$ cat src/rtl/uparc_fetch_pkg.sv
// Shared constants and types for the Ultiparc fetch sequencer.
// Error flag bit positions match the {bus, align} layout of o_err.
package uparc_fetch_pkg;

  localparam int ADDR_WIDTH  = 32;
  localparam int INSTR_WIDTH = 32;
  localparam int ERR_WIDTH   = 2;

  localparam logic [ADDR_WIDTH-1:0] INSTR_SIZE = 32'd4;

  localparam int UPARC_FETCH_ERR_ALIGN = 0;
  localparam int UPARC_FETCH_ERR_BUS   = 1;

  typedef enum logic [1:0] {
    FETCH_RUN   = 2'd0,
    FETCH_DRAIN = 2'd1,
    FETCH_HALT  = 2'd2
  } fetch_state_t;

  typedef struct packed {
    logic [INSTR_WIDTH-1:0] instr;
    logic [ADDR_WIDTH-1:0]  pc;
    logic [ERR_WIDTH-1:0]   err;
  } fetch_entry_t;

  localparam int ENTRY_WIDTH = $bits(fetch_entry_t);

  // A faulting fetch carries no usable instruction word.
  function automatic fetch_entry_t make_entry(
    input logic [INSTR_WIDTH-1:0] instr,
    input logic [ADDR_WIDTH-1:0]  pc,
    input logic [ERR_WIDTH-1:0]   err
  );
    fetch_entry_t e;
    e.instr = (err != '0) ? '0 : instr;
    e.pc    = pc;
    e.err   = err;
    return e;
  endfunction

endpackage

$ cat src/rtl/uparc_fetch_skid.sv
// One-entry skid register for the fetch sequencer: holds an instruction
// fetched while decode stalls so the output refills without a bubble.
module uparc_fetch_skid
  import uparc_fetch_pkg::*;
(
  input  logic                   clk,
  input  logic                   nrst,
  input  logic                   flush,
  input  logic                   load,
  input  logic                   pop,
  input  logic [ENTRY_WIDTH-1:0] din,
  output logic                   full,
  output logic [ENTRY_WIDTH-1:0] dout
);

  logic                   full_reg;
  logic [ENTRY_WIDTH-1:0] entry_reg;

  always_ff @(posedge clk or negedge nrst) begin
    if (!nrst) begin
      full_reg  <= 1'b0;
      entry_reg <= '0;
    end else if (flush) begin
      full_reg <= 1'b0;
    end else if (load) begin
      full_reg  <= 1'b1;
      entry_reg <= din;
    end else if (pop) begin
      full_reg <= 1'b0;
    end
  end

  assign full = full_reg;
  assign dout = entry_reg;

endmodule

$ cat src/rtl/uparc_fetch.sv
// Ultiparc instruction fetch sequencer: PC ownership, IFU command issue,
// redirect/drain handling and registered valid/stall output to decode.
// Optional skid buffer enabled by defining UPARC_FETCH_SKID_EN.
module uparc_fetch
  import uparc_fetch_pkg::*;
#(
  parameter logic [ADDR_WIDTH-1:0] RESET_VECTOR = 32'h0000_0000
) (
  input  logic                   clk,
  input  logic                   nrst,
  output logic [ADDR_WIDTH-1:0]  o_addr,
  output logic                   o_rd_cmd,
  input  logic [INSTR_WIDTH-1:0] i_instr_dat,
  input  logic                   i_busy,
  input  logic                   i_err_align,
  input  logic                   i_err_bus,
  input  logic                   i_stall,
  input  logic                   i_redir,
  input  logic [ADDR_WIDTH-1:0]  i_redir_addr,
  output logic                   o_valid,
  output logic [INSTR_WIDTH-1:0] o_instr,
  output logic [ADDR_WIDTH-1:0]  o_pc,
  output logic [ERR_WIDTH-1:0]   o_err
);

  fetch_state_t          state_reg;
  logic [ADDR_WIDTH-1:0] pc_reg;
  logic [ADDR_WIDTH-1:0] hold_reg;
  logic                  valid_reg;
  fetch_entry_t          out_reg;

  logic                  out_free;
  logic                  issue_ok;
  logic                  cmd_raw;
  logic                  rd_cmd;
  logic [ADDR_WIDTH-1:0] cur_addr;
  logic [ERR_WIDTH-1:0]  ifu_err;
  logic                  done;
  logic                  load_entry;
  fetch_entry_t          entry;
  logic                  skid_full;
  fetch_entry_t          skid_entry;

  assign out_free = !valid_reg || !i_stall;

`ifdef UPARC_FETCH_SKID_EN
  logic                   skid_load;
  logic                   skid_pop;
  logic [ENTRY_WIDTH-1:0] skid_dout;

  assign skid_load = load_entry && !out_free;
  assign skid_pop  = out_free && skid_full;
  assign issue_ok  = !skid_full;

  uparc_fetch_skid u_skid (
    .clk  (clk),
    .nrst (nrst),
    .flush(i_redir),
    .load (skid_load),
    .pop  (skid_pop),
    .din  (entry),
    .full (skid_full),
    .dout (skid_dout)
  );

  assign skid_entry = fetch_entry_t'(skid_dout);
`else
  assign skid_full  = 1'b0;
  assign skid_entry = '0;
  assign issue_ok   = out_free;
`endif

  always_comb begin
    cmd_raw  = 1'b0;
    cur_addr = pc_reg;
    case (state_reg)
      FETCH_RUN:   cmd_raw = issue_ok;
      FETCH_DRAIN: begin
        cmd_raw  = 1'b1;
        cur_addr = hold_reg;
      end
      default:     cmd_raw = 1'b0;
    endcase
  end

  // No command leaves the block while reset is held.
  assign rd_cmd   = cmd_raw && nrst;
  assign o_rd_cmd = rd_cmd;
  assign o_addr   = rd_cmd ? cur_addr : '0;

  always_comb begin
    ifu_err                        = '0;
    ifu_err[UPARC_FETCH_ERR_ALIGN] = i_err_align;
    ifu_err[UPARC_FETCH_ERR_BUS]   = i_err_bus;
  end

  assign done       = rd_cmd && (!i_busy || (ifu_err != '0));
  assign load_entry = done && (state_reg == FETCH_RUN) && !i_redir;
  assign entry      = make_entry(i_instr_dat, pc_reg, ifu_err);

  always_ff @(posedge clk or negedge nrst) begin
    if (!nrst) begin
      state_reg <= FETCH_RUN;
      pc_reg    <= RESET_VECTOR;
      hold_reg  <= '0;
      valid_reg <= 1'b0;
      out_reg   <= '0;
    end else if (i_redir) begin
      pc_reg    <= i_redir_addr;
      valid_reg <= 1'b0;
      // A transfer still in flight must finish before the target is fetched.
      if (rd_cmd && !done) begin
        state_reg <= FETCH_DRAIN;
        hold_reg  <= cur_addr;
      end else begin
        state_reg <= FETCH_RUN;
      end
    end else begin
      case (state_reg)
        FETCH_RUN: begin
          if (load_entry) begin
            if (ifu_err != '0) state_reg <= FETCH_HALT;
            else               pc_reg    <= pc_reg + INSTR_SIZE;
          end
        end
        FETCH_DRAIN: begin
          if (done) state_reg <= FETCH_RUN;
        end
        default: ;
      endcase

      if (out_free) begin
        if (skid_full) begin
          out_reg   <= skid_entry;
          valid_reg <= 1'b1;
        end else if (load_entry) begin
          out_reg   <= entry;
          valid_reg <= 1'b1;
        end else begin
          valid_reg <= 1'b0;
        end
      end
    end
  end

  assign o_valid = valid_reg;
  assign o_instr = out_reg.instr;
  assign o_pc    = out_reg.pc;
  assign o_err   = out_reg.err;

endmodule

$ cat config.mk
export PLATFORM = sky130hd
export DESIGN_NAME = uparc_fetch
export DESIGN_NICKNAME = d
export VERILOG_FILES = /design/src/rtl/uparc_fetch_pkg.sv /design/src/rtl/uparc_fetch_skid.sv /design/src/rtl/uparc_fetch.sv
export SDC_FILE = /design/constraint.sdc
export NUM_CORES = 1
export LEC_CHECK = 0
export BUFFER_PORTS_ARGS = -buffer_cell sky130_fd_sc_hd__buf_2
export CORE_ASPECT_RATIO = 0.9
export CORE_MARGIN = 8
export CORE_UTILIZATION = 52
export CTS_CLUSTER_DIAMETER = 30
export CTS_CLUSTER_SIZE = 24
export DETAILED_ROUTE_END_ITERATION = 8
export MAX_ROUTING_LAYER = met4
export PLACE_DENSITY_LB_ADDON = 0.1
export SYNTH_ARGS = -nofsm -noshare
export SYNTH_HDL_FRONTEND = slang
export SYNTH_HIERARCHICAL = 1
export SYNTH_SLANG_ARGS = --single-unit
export TNS_END_PERCENT = 50
$ cat constraint.sdc
create_clock -name clk -period 2.6 [get_ports clk]
set_input_delay 0.26 -clock clk [delete_from_list [all_inputs] [get_ports clk]]
set_output_delay 0.26 -clock clk [all_outputs]
set_load 0.03 [all_outputs]
### Word level (Yosys, flattened, before mapping)

Cells that the tools add are included.
W data, S select, Z words.

* output and inout port bits: 100
* bits in registers: 133
* input port bits: 71
* word-level logic and storage cells: 53

* $add $sub $neg: 1
* reductions and logical operators: 22
* equality and inequality tests: 5
* mux-type cells: 17
* bitwise logic cells: 1

Operators with widths (number)
* $mux W32: 7
* $add A32 B3 Y32 const B: 1
* $ne A3 B3 Y1 const B: 3
* $mux W2: 4
* $reduce_bool A2 Y1: 4
* $reduce_and A3 Y1: 2
* $logic_and A1 B1 Y1: 5
* $logic_not A1 Y1: 5
* $mux W1: 4
* $pmux W2 S2: 1
* $reduce_and A4 Y1: 1
* $reduce_bool A3 Y1: 1
* $eq A2 B1 Y1 const B: 1
* $logic_not A2 Y1: 1
* $logic_or A1 B1 Y1: 2
* $ne A2 B2 Y1 const B: 1
* $pmux W1 S2: 1
* $reduce_and A2 Y1: 1
* $not A1 Y1: 1

### Longest topological paths before layout

* depth in word-level cells: 10
* mapped depth: 7
* depth with buffers taken out: 6

### Worst setup path after synthesis

Ideal clock, no wire load.

* kind: register to register
* start point: register valid_reg, in the netlist o_valid
* end point: register pc_reg[20]
* setup time: 0.133 ns
* slack: 0.748 ns
* clock period less this slack: 1.852 ns
* arrival time: 1.719 ns
* buffers on the path: 0
* data required time: 2.467 ns
* cell stages (with the launch flop): 6
* cell sequence: dfrtp_1 -> a211oi_1 -> nand4_1 -> or4_1 -> xnor2_1 -> o21ai_0

* word-level cells in the longest chain between the ends: 9

RTL lines
* from (decl): line uparc_fetch.sv:29 `logic valid_reg;`
* from (signal assigned): line uparc_fetch.sv:106 `valid_reg <= 1'b0;`
* from (signal assigned): line uparc_fetch.sv:110 `valid_reg <= 1'b0;`
* from (signal assigned): line uparc_fetch.sv:135 `valid_reg <= 1'b1;`
* $logic_not A1 Y1: line uparc_fetch.sv:44 `assign out_free = !valid_reg || !i_stall;`
* $logic_or A1 B1 Y1: line uparc_fetch.sv:44
* $pmux W1 S2: line uparc_fetch.sv:76 `case (state_reg)`
* $logic_and A1 B1 Y1: line uparc_fetch.sv:87 `assign rd_cmd = cmd_raw && nrst;`
* $logic_and A1 B1 Y1: line uparc_fetch.sv:97 `assign done = rd_cmd && (!i_busy || (ifu_err != '0));`
* $logic_and A1 B1 Y1 (2 in a row): line uparc_fetch.sv:98 `assign load_entry = done && (state_reg == FETCH_RUN) && !i_redir;`
* $reduce_bool A2 Y1 (no line)
* $reduce_and A3 Y1 (no line)
* to (signal assigned): line uparc_fetch.sv:109 `pc_reg <= i_redir_addr;`
* to (signal assigned): line uparc_fetch.sv:123 `else pc_reg <= pc_reg + INSTR_SIZE;`
* to (decl): line uparc_fetch.sv:27 `logic [ADDR_WIDTH-1:0] pc_reg;`

No other way between the ends.
A chain may end at the register's enable or synchronous reset.

### Final worst setup path

* start point: input nrst
* end point: output o_addr[11]

* word-level cells in the longest chain between the ends: 2

RTL lines
* from (decl): line uparc_fetch.sv:10 `input logic nrst,`
* $logic_and A1 B1 Y1: line uparc_fetch.sv:87
* $mux W32: line uparc_fetch.sv:89 `assign o_addr = rd_cmd ? cur_addr : '0;`
* to (decl): line uparc_fetch.sv:11 `output logic [ADDR_WIDTH-1:0] o_addr,`

No other way between the ends.

==> metrics.cfg <==
[synth]
synth_largest_area_cell = dfrtp_1
seq_area_frac_synth_pct = 54.1
syn_area_mm2 = 0.00615
ys_ff_latch = 133
synth-compound-area-share_pct = 8.30
synth-adder-area-share_pct = 0.203
synth_top_area_share_pct = 54.1
yosys-top-cells-area = dfrtp_1, mux2_2, nand2_1, o21ai_0, xor2_1
yosys_warnings = 6
synth-xor-area-share_pct = 3.99
synth_edf_count = 0
synth_top_family_by_area = simple AND/OR/NAND/NOR gates
synth_ff_type = dfrtp_1
muxShareOfSynthArea_pct = 12.2
synth_fp_nets = 680
avgSynthCellArea_um2 = 10.1
ys_async_sr_fraction_pct = 100
yosys.area_share.simple_pct = 17.2
synthesis.instances = 608
yosysUniqueCellTypes = 41

[clock_tree]
postCtsSetupBuffers = 0
clock_tree.root_cell = clkbuf_16
htreeDepth = 4
cts.path.max_buffers = 2
cts.clk_slew.worst_paths_ns = 0.05
clock_latency_ns = 0.41
clkSinkCount = 133
tritoncts = done
numCtsBuffers = 17

[timing]
skew_ns = 0.00472
fin_crit_sh_pct = 95.8
hold_violations = 0
worstMarginPinSlew_ns = 0.911
hold_slack_ns = 0.0596
finalSetupViolations = 0
setup_tns_ns = 0
fmax_ghz = 0.401
drv_slew = 0
slew_headroom_pct = 39.3
worst_slack_ns = 0.109
rsz0062_at_grt = false
layout_min_cycle_time_ns = 2.49

[power_and_ir_drop]
ir_drop_v = 0.000564
powerDensity_mw_per_mm2 = 895
p_leak_uw = 0.00376

[route]
dr.first_iter.drc_count = 341
vias = 4986
ant_nets = 0
viasPerCell = 5.32
dr.pass1.iters = 4
drt_wl_total_um = 16200
drcViolationCount = 0
wl_per_cell_um = 17.3

[final_layout]
multi_input_area_mm2 = 0.00260
nNetsFinal = 841
nFillCells = 942
area_delta_synth_final_pct = 25.5
drive_gt1_share_pct = 37.0
seq_area_mm2 = 0.00333
most-common-layout-cells = nand2_1, buf_2, dfrtp_1
fin_util_pct = 67.3

[critical_path]
cp_max_fo = 26
worstPathArrival_ns = 2.23
crit_chain = dlygate4sd3_1 -> buf_6 -> nor2b_1 -> o21ai_4 -> buf_4 -> a21oi_1 -> buf_2
crit_slowest_cell = dlygate4sd3_1
start_kind = primary input
cp_top_family = buffers and inverters
critical_path_required_ns = 2.34
crit_buf_inv = 4
cp-end-kind = primary output
slowest_delay_ns = 0.58
path_class = in -> out

[global_routing]
grt_max_degree = 72
overflow = 0
antenna_found_initial = 1
grt_use_total_pct = 22.0
grt_pass1_vias = 5210
grt_pass1_wl_um = 26300

[floorplanning]
ios = 171
dieHeight_um = 119
die_w_um = 131
dieArea_mm2 = 0.0156
core_area_mm2 = 0.0115
initial_core_util_pct = 53.6
num_rows = 37

[placement]
dp_hpwl_um = 11300
pre_cts_slack_ns = 0.553
gp_congestion = 0.822
port_buffers = 170

[min_path]
hold_class = in -> reg

[run_status]
status = completed

[job]
drv_cap = 0

-- final timing paths --
check	startpoint	end	slack, ns	cells past startpoint
max	nrst	o_addr[11]	0.11	7
min	i_redir_addr[29]	pc_reg[29]	0.06	3
max reg2reg	pc_reg[5]	pc_reg[31]	0.53	5
min reg2reg	o_instr[27]	o_instr[27]	0.47	2
max in group asynchronous	nrst	pc_reg[1]	0.59	4
min in group asynchronous	nrst	state_reg[0]	0.33	2
-- worst min-delay path, delay by kind of cell --
family	cells	cell delay [ns]
AOI/OAI and AO/OA	1	0.05
and+or+nand+nor	1	0.04
buffers and inverters	1	0.08
-- synthesized netlist by cell type (5+ instances only) --
master,n
xor2_1,22
and3_1,5
clkbuf_1,27
mux2_2,64
nor2_1,6
buf_2,9
nand2_1,169
o21ai_0,63
xnor2_1,6
nand4_1,15
a21oi_1,35
dfrtp_1,133
inv_1,5
nand3_1,9
-- metrics by stage --
stage	instance area (µm²)	cells	total power (µW)
floorplan	6150	608	4040
global placement	7120	905	4590
detailed placement	7120	905	4650
CTS	7720	937	6970
global route	7720	938	7230
finish	7720	938	6910
-- layout make-up --
| class | instances | share of cell area (%) |
|---|---|---|
| Sequential cell | 133 | 43.1 |
| Multi-Input combinational cell | 427 | 33.7 |
| Timing Repair Buffer | 185 | 12.8 |
| Clock buffer | 30 | 7.57 |
| Tap cell | 156 | 2.53 |
| Inverter | 5 | 0.243 |
| Clock inverter | 1 | 0.0648 |
| Antenna cell | 1 | 0.0324 |
-- logic make-up (layout without fill, tap and decap cells) --
logic type      Yosys count  after routing
xor+xnor                 28             28
buf+inv                  48            221
simple gates            230            230
flops                   133            133
fa+ha+maj                 1              1
other cells               0              1
mux                      67             67
compound gates          101            101
-- where the power goes --
part	leakage (µW)	switching, µW	internal (µW)	total, µW
registers	0.00169	281	2520	2800
logic	0.00178	1180	630	1810
clock network	0.000295	810	1490	2300
total	0.00376	2270	4640	6910
-- timing repair --
| action | in CTS | in global routing |
|---|---|---|
| endpoints found under the hold margin | 23 | 0 |
| resized for setup | 0 | 0 |
| hold buffers | 1 | 0 |
-- metal layers --
| layer | GRT usage, % | vias up | part of all wire, % |
|---|---|---|---|
| met5 | - | - | 0 |
| met2 | 34.6 | 173 | 47 |
| met4 | 7.24 | 0 | 1.1 |
| met3 | 5.00 | 16 | 7.0 |
| li1 | - | 2383 | - |
| met1 | 27.6 | 2414 | 45 |
No activity file was read; power rests on OpenSTA's default activity.
